[src/rtl/spy_playback_sequencer.sv]
// rtl/spy_playback_sequencer.sv - load-then-replay sequencer for one spy buffer playback port
//
// Loads num_words host words into spy memory with the buffer in PLAYBACK_WRITE, holds WRITE
// for SETTLE_CYCLES, then replays the block with PLAYBACK_ONCE for num_passes passes
// (0 = until abort), dropping to NO_PLAYBACK for GAP_CYCLES between passes so the buffer
// rewinds its read pointer. End of pass is found by counting playback_enable_in.
//
// Ports:
//   clock, reset                 system clock, synchronous active-high reset
//   start, abort                 command pulses (abort wins over everything but reset)
//   num_words, num_passes        job size, latched on an accepted start
//   load_valid/load_data/        host load stream into spy memory
//   load_ready
//   playback_enable_in           one word replayed by the spy buffer
//   playback                     mode to the spy buffer
//   ram_write_enable_ext/        spy memory write strobe and data
//   ram_write_data_ext
//   busy, done, error            status (done/error are one-cycle pulses)
//   pass_count                   passes completed since the last start
module spy_playback_sequencer #(
  parameter int DATAWIDTH     = 64,
  parameter int MEMWIDTH      = 6,
  parameter int PASSWIDTH     = 8,
  parameter int SETTLE_CYCLES = 2,
  parameter int GAP_CYCLES    = 4,
  parameter int TIMEOUT       = 1024
) (
  input  logic                 clock,
  input  logic                 reset,
  input  logic                 start,
  input  logic                 abort,
  input  logic [MEMWIDTH:0]    num_words,
  input  logic [PASSWIDTH-1:0] num_passes,
  input  logic                 load_valid,
  input  logic [DATAWIDTH:0]   load_data,
  output logic                 load_ready,
  input  logic                 playback_enable_in,
  output logic [1:0]           playback,
  output logic                 ram_write_enable_ext,
  output logic [DATAWIDTH:0]   ram_write_data_ext,
  output logic                 busy,
  output logic                 done,
  output logic                 error,
  output logic [PASSWIDTH-1:0] pass_count
);

  localparam logic [1:0] NO_PLAYBACK    = 2'd0;
  localparam logic [1:0] PLAYBACK_ONCE  = 2'd1;
  localparam logic [1:0] PLAYBACK_WRITE = 2'd3;

  localparam int SW = $clog2(SETTLE_CYCLES + 1);
  localparam int GW = $clog2(GAP_CYCLES + 1);
  localparam int TW = $clog2(TIMEOUT + 1);
  localparam logic [SW-1:0]     SETTLE_LAST = SW'(SETTLE_CYCLES - 1);
  localparam logic [GW-1:0]     GAP_LAST    = GW'(GAP_CYCLES - 1);
  localparam logic [TW-1:0]     IDLE_LAST   = TW'(TIMEOUT - 1);
  localparam logic [MEMWIDTH:0] DEPTH       = {1'b1, {MEMWIDTH{1'b0}}};

  typedef enum logic [2:0] {
    S_IDLE, S_LOAD, S_SETTLE, S_PLAY, S_GAP, S_DONE
  } state_t;

  state_t               state_q, state_d;
  logic [1:0]           mode_d;
  logic                 err_d;
  logic [MEMWIDTH:0]    nw_q, word_cnt, play_cnt, word_inc, play_inc;
  logic [PASSWIDTH-1:0] np_q, pass_next;
  logic [SW-1:0]        settle_cnt;
  logic [GW-1:0]        gap_cnt;
  logic [TW-1:0]        idle_cnt;
  logic                 words_ok, beat, last_beat, pass_end, final_pass, timeout_hit;

  assign word_inc    = word_cnt + 1'b1;
  assign play_inc    = play_cnt + 1'b1;
  assign pass_next   = pass_count + 1'b1;
  assign words_ok    = (num_words != '0) && (num_words <= DEPTH);
  // load_ready is registered from the next state, so it already drops on the cycle after
  // the last beat; this keeps the strobe count at exactly num_words.
  assign beat        = (state_q == S_LOAD) && load_valid && load_ready;
  assign last_beat   = beat && (word_inc == nw_q);
  assign pass_end    = (state_q == S_PLAY) && playback_enable_in && (play_inc == nw_q);
  assign final_pass  = (np_q != '0) && (pass_next == np_q);
  assign timeout_hit = (state_q == S_PLAY) && !playback_enable_in && (idle_cnt == IDLE_LAST);

  always_comb begin
    state_d = state_q;
    err_d   = 1'b0;
    unique case (state_q)
      S_IDLE: begin
        if (start) begin
          if (words_ok) state_d = S_LOAD;
          else          err_d   = 1'b1;
        end
      end
      S_LOAD:   if (last_beat) state_d = S_SETTLE;
      S_SETTLE: if (settle_cnt == SETTLE_LAST) state_d = S_PLAY;
      S_PLAY: begin
        if (pass_end) begin
          state_d = final_pass ? S_DONE : S_GAP;
        end else if (timeout_hit) begin
          err_d   = 1'b1;
          state_d = S_IDLE;
        end
      end
      S_GAP:    if (gap_cnt == GAP_LAST) state_d = S_PLAY;
      S_DONE:   state_d = S_IDLE;
      default:  state_d = S_IDLE;
    endcase
    if (abort) begin
      state_d = S_IDLE;
      err_d   = 1'b0;
    end
    // Outputs are registered from the next state so the mode tracks the state exactly.
    unique case (state_d)
      S_LOAD, S_SETTLE: mode_d = PLAYBACK_WRITE;
      S_PLAY:           mode_d = PLAYBACK_ONCE;
      default:          mode_d = NO_PLAYBACK;
    endcase
  end

  always_ff @(posedge clock) begin
    if (reset) begin
      state_q              <= S_IDLE;
      playback             <= NO_PLAYBACK;
      load_ready           <= 1'b0;
      busy                 <= 1'b0;
      done                 <= 1'b0;
      error                <= 1'b0;
      ram_write_enable_ext <= 1'b0;
      ram_write_data_ext   <= '0;
      pass_count           <= '0;
      nw_q                 <= '0;
      np_q                 <= '0;
      word_cnt             <= '0;
      play_cnt             <= '0;
      settle_cnt           <= '0;
      gap_cnt              <= '0;
      idle_cnt             <= '0;
    end else begin
      state_q              <= state_d;
      playback             <= mode_d;
      load_ready           <= (state_d == S_LOAD);
      busy                 <= (state_d != S_IDLE);
      done                 <= (state_d == S_DONE);
      error                <= err_d;
      ram_write_enable_ext <= beat && !abort;
      if (beat && !abort) ram_write_data_ext <= load_data;

      if (state_q == S_IDLE && start && words_ok && !abort) begin
        nw_q       <= num_words;
        np_q       <= num_passes;
        word_cnt   <= '0;
        play_cnt   <= '0;
        pass_count <= '0;
      end
      if (beat) word_cnt <= word_inc;

      settle_cnt <= (state_q == S_SETTLE) ? settle_cnt + 1'b1 : '0;
      gap_cnt    <= (state_q == S_GAP)    ? gap_cnt + 1'b1    : '0;

      // The idle counter only runs while replaying and restarts on every replayed word.
      if (state_q == S_PLAY && playback_enable_in) begin
        play_cnt <= pass_end ? '0 : play_inc;
        idle_cnt <= '0;
        if (pass_end && !abort) pass_count <= pass_next;
      end else if (state_q == S_PLAY) begin
        idle_cnt <= idle_cnt + 1'b1;
      end else begin
        idle_cnt <= '0;
      end
    end
  end

endmodule

[config.mk]
export PLATFORM = sky130hd
export DESIGN_NAME = spy_playback_sequencer
export DESIGN_NICKNAME = d
export VERILOG_FILES = /design/src/rtl/spy_playback_sequencer.sv
export SDC_FILE = /design/constraint.sdc
export NUM_CORES = 1
export LEC_CHECK = 0
export ABC_AREA = 1
export ABC_CLOCK_PERIOD_IN_PS = 3200
export CORE_UTILIZATION = 53
export CTS_BUF_LIST = sky130_fd_sc_hd__clkbuf_4
export DETAILED_ROUTE_END_ITERATION = 8
export GPL_ROUTABILITY_DRIVEN = 0
export GPL_TIMING_DRIVEN = 0
export HOLD_SLACK_MARGIN = 0.03
export PLACE_DENSITY_LB_ADDON = 0.12
export SLEW_MARGIN = 40
export SYNTH_ARGS = -nofsm -noshare
export SYNTH_HDL_FRONTEND = slang
export SYNTH_SLANG_ARGS = --single-unit
[constraint.sdc]
create_clock -name clock -period 3.2 [get_ports clock]
set_clock_uncertainty 0.1 [all_clocks]
set_input_delay 0.48 -clock clock [delete_from_list [all_inputs] [get_ports clock]]
set_output_delay 0.48 -clock clock [all_outputs]
set_load 0.01 [all_outputs]
==> flow_summary.toml, run 1 <==
[clocking]
cts.htree.levels = 4
postCtsSetupBuffers = 0
cts_sinks = 128
clock_path_buffers = 2
clk_latency_ns = 0.57
cts_hold_buf = 0
post_cts_resize_count = 0
cts-buffers-inserted = 17
cts-root-buf = "clkbuf_4"
clkTransAtPathRegs_ns = 0.12
cts_tree = "yes"

[status]
outcome = "finished clean"

[logic_synthesis]
synth_top_cells_by_area = "dfxtp_1 46%, nand2_1 13%, nand3_1 9.7%"
synth-xor-area-share_pct = 0.947
synth_nets = 873
synth_async_sr_flop_share_pct = 0
synth_area_per_cell_um2 = 7.12
synth.area.mux_share_pct = 0
yosysTopAreaCell = "dfxtp_1"
synth_top_family_by_area = "simple AND/OR/NAND/NOR gates"
synth_adder_area_share_pct = 1.58
synthSimpleGateAreaFrac_pct = 31.5
ys_warn_count = 0
synth_cell_types = 33
ys_seq_area_share_pct = 46.2
synth_edf_count = 0
ys_ff_latch = 128
syn_area_um2 = 5550
synth_compound_area_share_pct = 12.4
synth-main-ff-cell = "dfxtp_1"
yosysTopAreaCellShare_pct = 46.2
syn_inst = 780

[timing]
tns_ns = 0
worst_slew_pin_slew_ns = 0.616
fmax_mhz = 378
holdWs_ns = 0.353
slew_viol_final = 0
rsz0062_at_grt = "no"
min_period_over_period_pct = 82.6
setup_viol = 0
relSlewSlack_pct = 59.0
hold_violations = 0
finalCriticalPeriod_ns = 2.64

[floorplanning]
die_x_um = 104
start_util_pct = 55.8
die_h_um = 104
die_area_um2 = 10900
num_io_pins = 166
std_cell_rows = 36
core_um2 = 9950

[layout]
layout.nets = 1056
drive_above_1_share_pct = 5.64
n_antenna_cell = 0
seqCellArea_um2 = 2560
layout_commonest_cell = "nand2_1"
fillers = 748
final_cell_mix = "186 x nand2_1, 164 x clkdlybuf4s50_1, 128 x dfxtp_1, 108 x nand3_1, 99 x a21oi_1"
multi_input_area_um2 = 2580
area_growth_pct = 38.0

[placement]
dpl.hpwl_um = 12500
port_buffers = 164

[route]
wl_per_cell_um = 15.2
num_vias = 5981
drt_iter0_markers = 405
drt-total-wl_um = 16800
detail_route.first_pass.iterations = 4
viasPerCell = 5.39
drc = 0
ant_nets = 0

[power]
powerDensity_nw_per_um2 = 397
power_switching_mw = 0.758
p_seq_share_pct = 53.3
internal_power_mw = 2.28
swShare_pct = 25.0
cellLeakagePower_nw = 2.84
clockPowerShare_pct = 39.1
comb_power_share_pct = 7.6
peakVddDrop_mv = 0.329

[grt]
grt_overflow = 0
grt_max_degree = 17
grt_usage_pct = 31.0
grt_pass1_vias = 5738
antenna_found_initial = 0
grt_pass1_wl_um = 26700

[critical_path]
arrival_ns = 3.00
path_class = "in -> reg"
critPathMaxFanout = 10
cp-end-kind = "flop"
required_ns = 3.55
crit_path_start_kind = "input port"

[job]
cap_violations = 0

[min_path]
hold_path_class = "reg -> reg"
## kinds of logic (layout without fill, tap and decap cells)
family,count (synthesis),after routing
simple gates,401,401
compound gates,133,133
flops,128,128
buf+inv,105,301
fa+ha+maj,7,7
xor+xnor,6,6
## stage by stage
step / instance area [um2] / std cells / util (%) / total power, mW / setup WS (ns)
5_1_grt: 7660 / 1109 / 76.9 / 3.15 / 0.374
6_report: 7660 / 1109 / 76.9 / 3.04 / 0.556
4_1_cts: 7660 / 1109 / 76.9 / 3.04 / 0.625
2_1_floorplan: 5550 / 780 / - / 1.74 / 1.26
3_3_place_gp: 7360 / 1077 / 73.9 / 1.88 / 0.0333
3_5_place_dp: 7360 / 1077 / 73.9 / 1.88 / 0.0689
## worst max-delay path, stage by stage
cell	delay [ns]
clkdlybuf4s50_1	0.45
nor2_1	0.18
nand3_1	0.10
xor2_1	0.30
nand2_1	0.11
nor2_1	0.35
clkinv_1	0.34
clkbuf_1	0.32
o21ai_0	0.30
a21oi_1	0.06
## power by group through the flow
| stage | clock (mW) | sequential [mW] | combinational (mW) |
|---|---|---|---|
| 6_report | 1.19 | 1.62 | 0.232 |
| 5_1_grt | 1.28 | 1.62 | 0.249 |
| 4_1_cts | 1.19 | 1.62 | 0.230 |
| 3_5_place_dp | 0 | 1.65 | 0.228 |
| 3_3_place_gp | 0 | 1.65 | 0.224 |
| 2_1_floorplan | 0 | 1.65 | 0.0841 |
## synth_stat cells, types with 3 or more instances
| cell type | n |
|---|---|
| nand2_1 | 186 |
| dfxtp_1 | 128 |
| nand3_1 | 108 |
| a21oi_1 | 99 |
| nor2_1 | 73 |
| inv_1 | 62 |
| clkbuf_1 | 30 |
| o21ai_0 | 18 |
| nor3_1 | 11 |
| nand4_1 | 8 |
| o21ai_1 | 8 |
| buf_2 | 7 |
| ha_1 | 7 |
| inv_2 | 4 |
| nand3b_1 | 3 |
| nor2_4 | 3 |
| xnor2_1 | 3 |
| xor2_1 | 3 |
## sequential cells by signal, summed over array words and instances (netlist names)
signal,flops
idle_cnt,11
load_ready,1
nw_q,7
gap_cnt,3
pass_count,8
error,1
play_cnt,7
settle_cnt,2
done,1
playback,2
busy,1
word_cnt,7
ram_write_data_ext,65
ram_write_enable_ext,1
state_q,3
np_q,8
## path summary, 6_finish.rpt
path / slack [ns] / to / depth (start not counted) / from
setup / recovery: 0.56 / nw_q[3] / 10 / num_words[0]
hold / removal: 0.35 / settle_cnt[0] / 1 / settle_cnt[0]
setup reg to reg: 0.84 / nw_q[3] / 9 / state_q[0]
hold reg to reg: 0.35 / settle_cnt[0] / 1 / settle_cnt[0]
## layout make-up
| class | instances | share of cell area (%) |
|---|---|---|
| clock inverter | 14 | 2.14 |
| multi-input combinational | 547 | 33.7 |
| clock buffer | 18 | 1.76 |
| sequential | 128 | 33.5 |
| inverter | 67 | 3.28 |
| buffer | 38 | 2.08 |
| timing repair buffer | 164 | 21.4 |
| tap | 133 | 2.17 |
## metal layers
| metal | global-route usage (%) | part of all wire (%) | wire length, um | vias to the layer above |
|---|---|---|---|---|
| met4 | 15.2 | 3.3 | 559 | 0 |
| li1 | - | - | - | 2930 |
| met1 | 34.3 | 39 | 6570 | 2737 |
| met3 | 11.7 | 8.9 | 1500 | 50 |
| met2 | 52.0 | 49 | 8210 | 264 |
| met5 | 0 | 0 | 0 | - |
(Power assumes the default switching activity.)
==> run 2, diff against run 1 <==
--- a/config.mk
+++ b/config.mk
@@ -6,8 +6,8 @@
 export NUM_CORES = 1
 export LEC_CHECK = 0
 export ABC_AREA = 1
-export ABC_CLOCK_PERIOD_IN_PS = 3200
-export CORE_UTILIZATION = 53
+export ABC_CLOCK_PERIOD_IN_PS = 2750
+export CORE_UTILIZATION = 49
 export CTS_BUF_LIST = sky130_fd_sc_hd__clkbuf_4
 export DETAILED_ROUTE_END_ITERATION = 8
 export GPL_ROUTABILITY_DRIVEN = 0
==> constraint.sdc (replaced) <==
create_clock -name clock -period 2.75 [get_ports clock]
set_clock_uncertainty 0.1 [all_clocks]
set_input_delay 0.4125 -clock clock [delete_from_list [all_inputs] [get_ports clock]]
set_output_delay 0.4125 -clock clock [all_outputs]
set_load 0.01 [all_outputs]
==> flow_summary.toml, run 2 (synthesized netlist as in run 1, its figures left out) <==
[grt]
met1_usage_pct = 30.9
grt_pass1_wl_um = 25400
grt_pass1_vias = 5637
grt_max_degree = 17
met2_usage_pct = 47.0
antenna_found_initial = 1
met3_usage_pct = 11.4
grt_overflow = 0
grt_usage_pct = 27.9
busiest_layer = "met2"

[layout]
top_regs = "ram_write_data_ext: 65 flops, idle_cnt: 11 flops"
fillers = 948
final_cell_mix = "186 x nand2_1, 164 x clkdlybuf4s50_1, 128 x dfxtp_1, 108 x nand3_1, 99 x a21oi_1"
finalInstanceArea_um2 = 7650
layout_commonest_cell = "nand2_1"
layout.nets = 1056
final_core_util_pct = 69.9
regMostFlops = "ram_write_data_ext"
area_growth_pct = 37.8
largest_reg_flops = 65
drive_above_1_share_pct = 5.64

[critical_path]
arrival_ns = 2.72
crit_slowest_cell = "clkdlybuf4s50_1"
cp_slowest_stage_delay_ns = 0.42
path_class = "in -> reg"
crit_path_start_kind = "input port"
crit_buf_inv = 3
setup.worst_path.start = "num_words[2]"
crit_family = "buffers and inverters"
cp-end-kind = "flop"
critPathMaxFanout = 10
path_cells = "clkdlybuf4s50_1, nor2_1, nand3_1, xor2_1, nand2_1, nor2_2, clkinv_1, clkbuf_1, o21ai_0, a21oi_1"
rr_startpoint = "word_cnt[0]"
required_ns = 3.08

[route]
num_vias = 5884
viasPerCell = 5.27
wl_per_cell_um = 14.3
detail_route.first_pass.iterations = 5
drt_iter0_markers = 440
ant_nets = 0
drc = 0
drt-total-wl_um = 15900

[timing]
tns_ns = 0
hold_violations = 0
setup_viol = 0
slew_viol_final = 0
rsz0062_at_grt = "no"
fmax_mhz = 418
relSlewSlack_pct = 51.4
finalWorstSetupSlack_ns = 0.357
worst_slew_pin_slew_ns = 0.729
min_period_over_period_pct = 87.0
finalCriticalPeriod_ns = 2.39

[clocking]
clk_latency_ns = 0.54
cts_tree = "yes"
cts_sinks = 128
cts-buffers-inserted = 17
post_cts_resize_count = 0
clkTransAtPathRegs_ns = 0.12
clock_path_buffers = 2
postCtsSetupBuffers = 0
cts.htree.levels = 4
cts_hold_buf = 0
cts-root-buf = "clkbuf_4"

[status]
outcome = "finished clean"

[placement]
place_area_um2 = 7370
place_worst_setup_slack_ns = -0.309
port_buffers = 164
dpl.hpwl_um = 11900

[power]
cellLeakagePower_nw = 2.82
peakVddDrop_mv = 0.325
powerDensity_nw_per_um2 = 449

[floorplanning]
core_um2 = 10900
die_area_um2 = 11800
num_io_pins = 166
die_h_um = 108
std_cell_rows = 38
start_util_pct = 50.8
die_x_um = 108

[job]
cap_violations = 0

[min_path]
hold_path_class = "in -> reg"
min_from = "reset"
run 2: routing by layer:
layer  routed length (um)  vias to the layer above
met5                    0                        -
met3                 1430                       32
li1                     -                     2929
met4                  366                        0
met1                 6490                     2686
met2                 7630                      237
run 2: power by group:
group          internal (mW)  switching [mW]  leakage, nW
logic                  0.144           0.125         1.65
registers               1.87          0.0133         1.03
clock network          0.545           0.737        0.138
total                   2.56           0.876         2.82
run 2: final cells by class:
| cell class | instances | area (um2) | area share (%) |
|---|---|---|---|
| clock buffer | 18 | 135 | 1.77 |
| antenna | 1 | 2.50 | 0.0327 |
| inverter | 67 | 251 | 3.29 |
| tap | 140 | 175 | 2.29 |
| timing repair buffer | 164 | 1640 | 21.5 |
| multi-input combinational | 547 | 2580 | 33.7 |
| clock inverter | 14 | 141 | 1.85 |
| sequential | 128 | 2560 | 33.5 |
| buffer | 38 | 159 | 2.08 |
run 2: path summary, 6_finish.rpt:
path	end	slack, ns	depth (start not counted)
max	nw_q[5]	0.36	10
min	idle_cnt[6]	0.30	4
max reg2reg	playback[0]	0.47	14
min reg2reg	settle_cnt[0]	0.34	1
run 2: worst min-delay path: stages:
cell	delay [ns]
clkbuf_1	0.25
nor2_1	0.16
nand2_1	0.06
nor2_1	0.03
run 2: through the flow:
stage / total power [mW] / hold slack, ns / cells
3_3_place_gp: 2.19 / 0.306 / 1084
5_1_grt: 3.56 / 0.297 / 1117
3_5_place_dp: 2.19 / 0.326 / 1084
2_1_floorplan: 2.02 / 0.299 / 780
6_report: 3.43 / 0.300 / 1117
4_1_cts: 3.44 / 0.291 / 1116
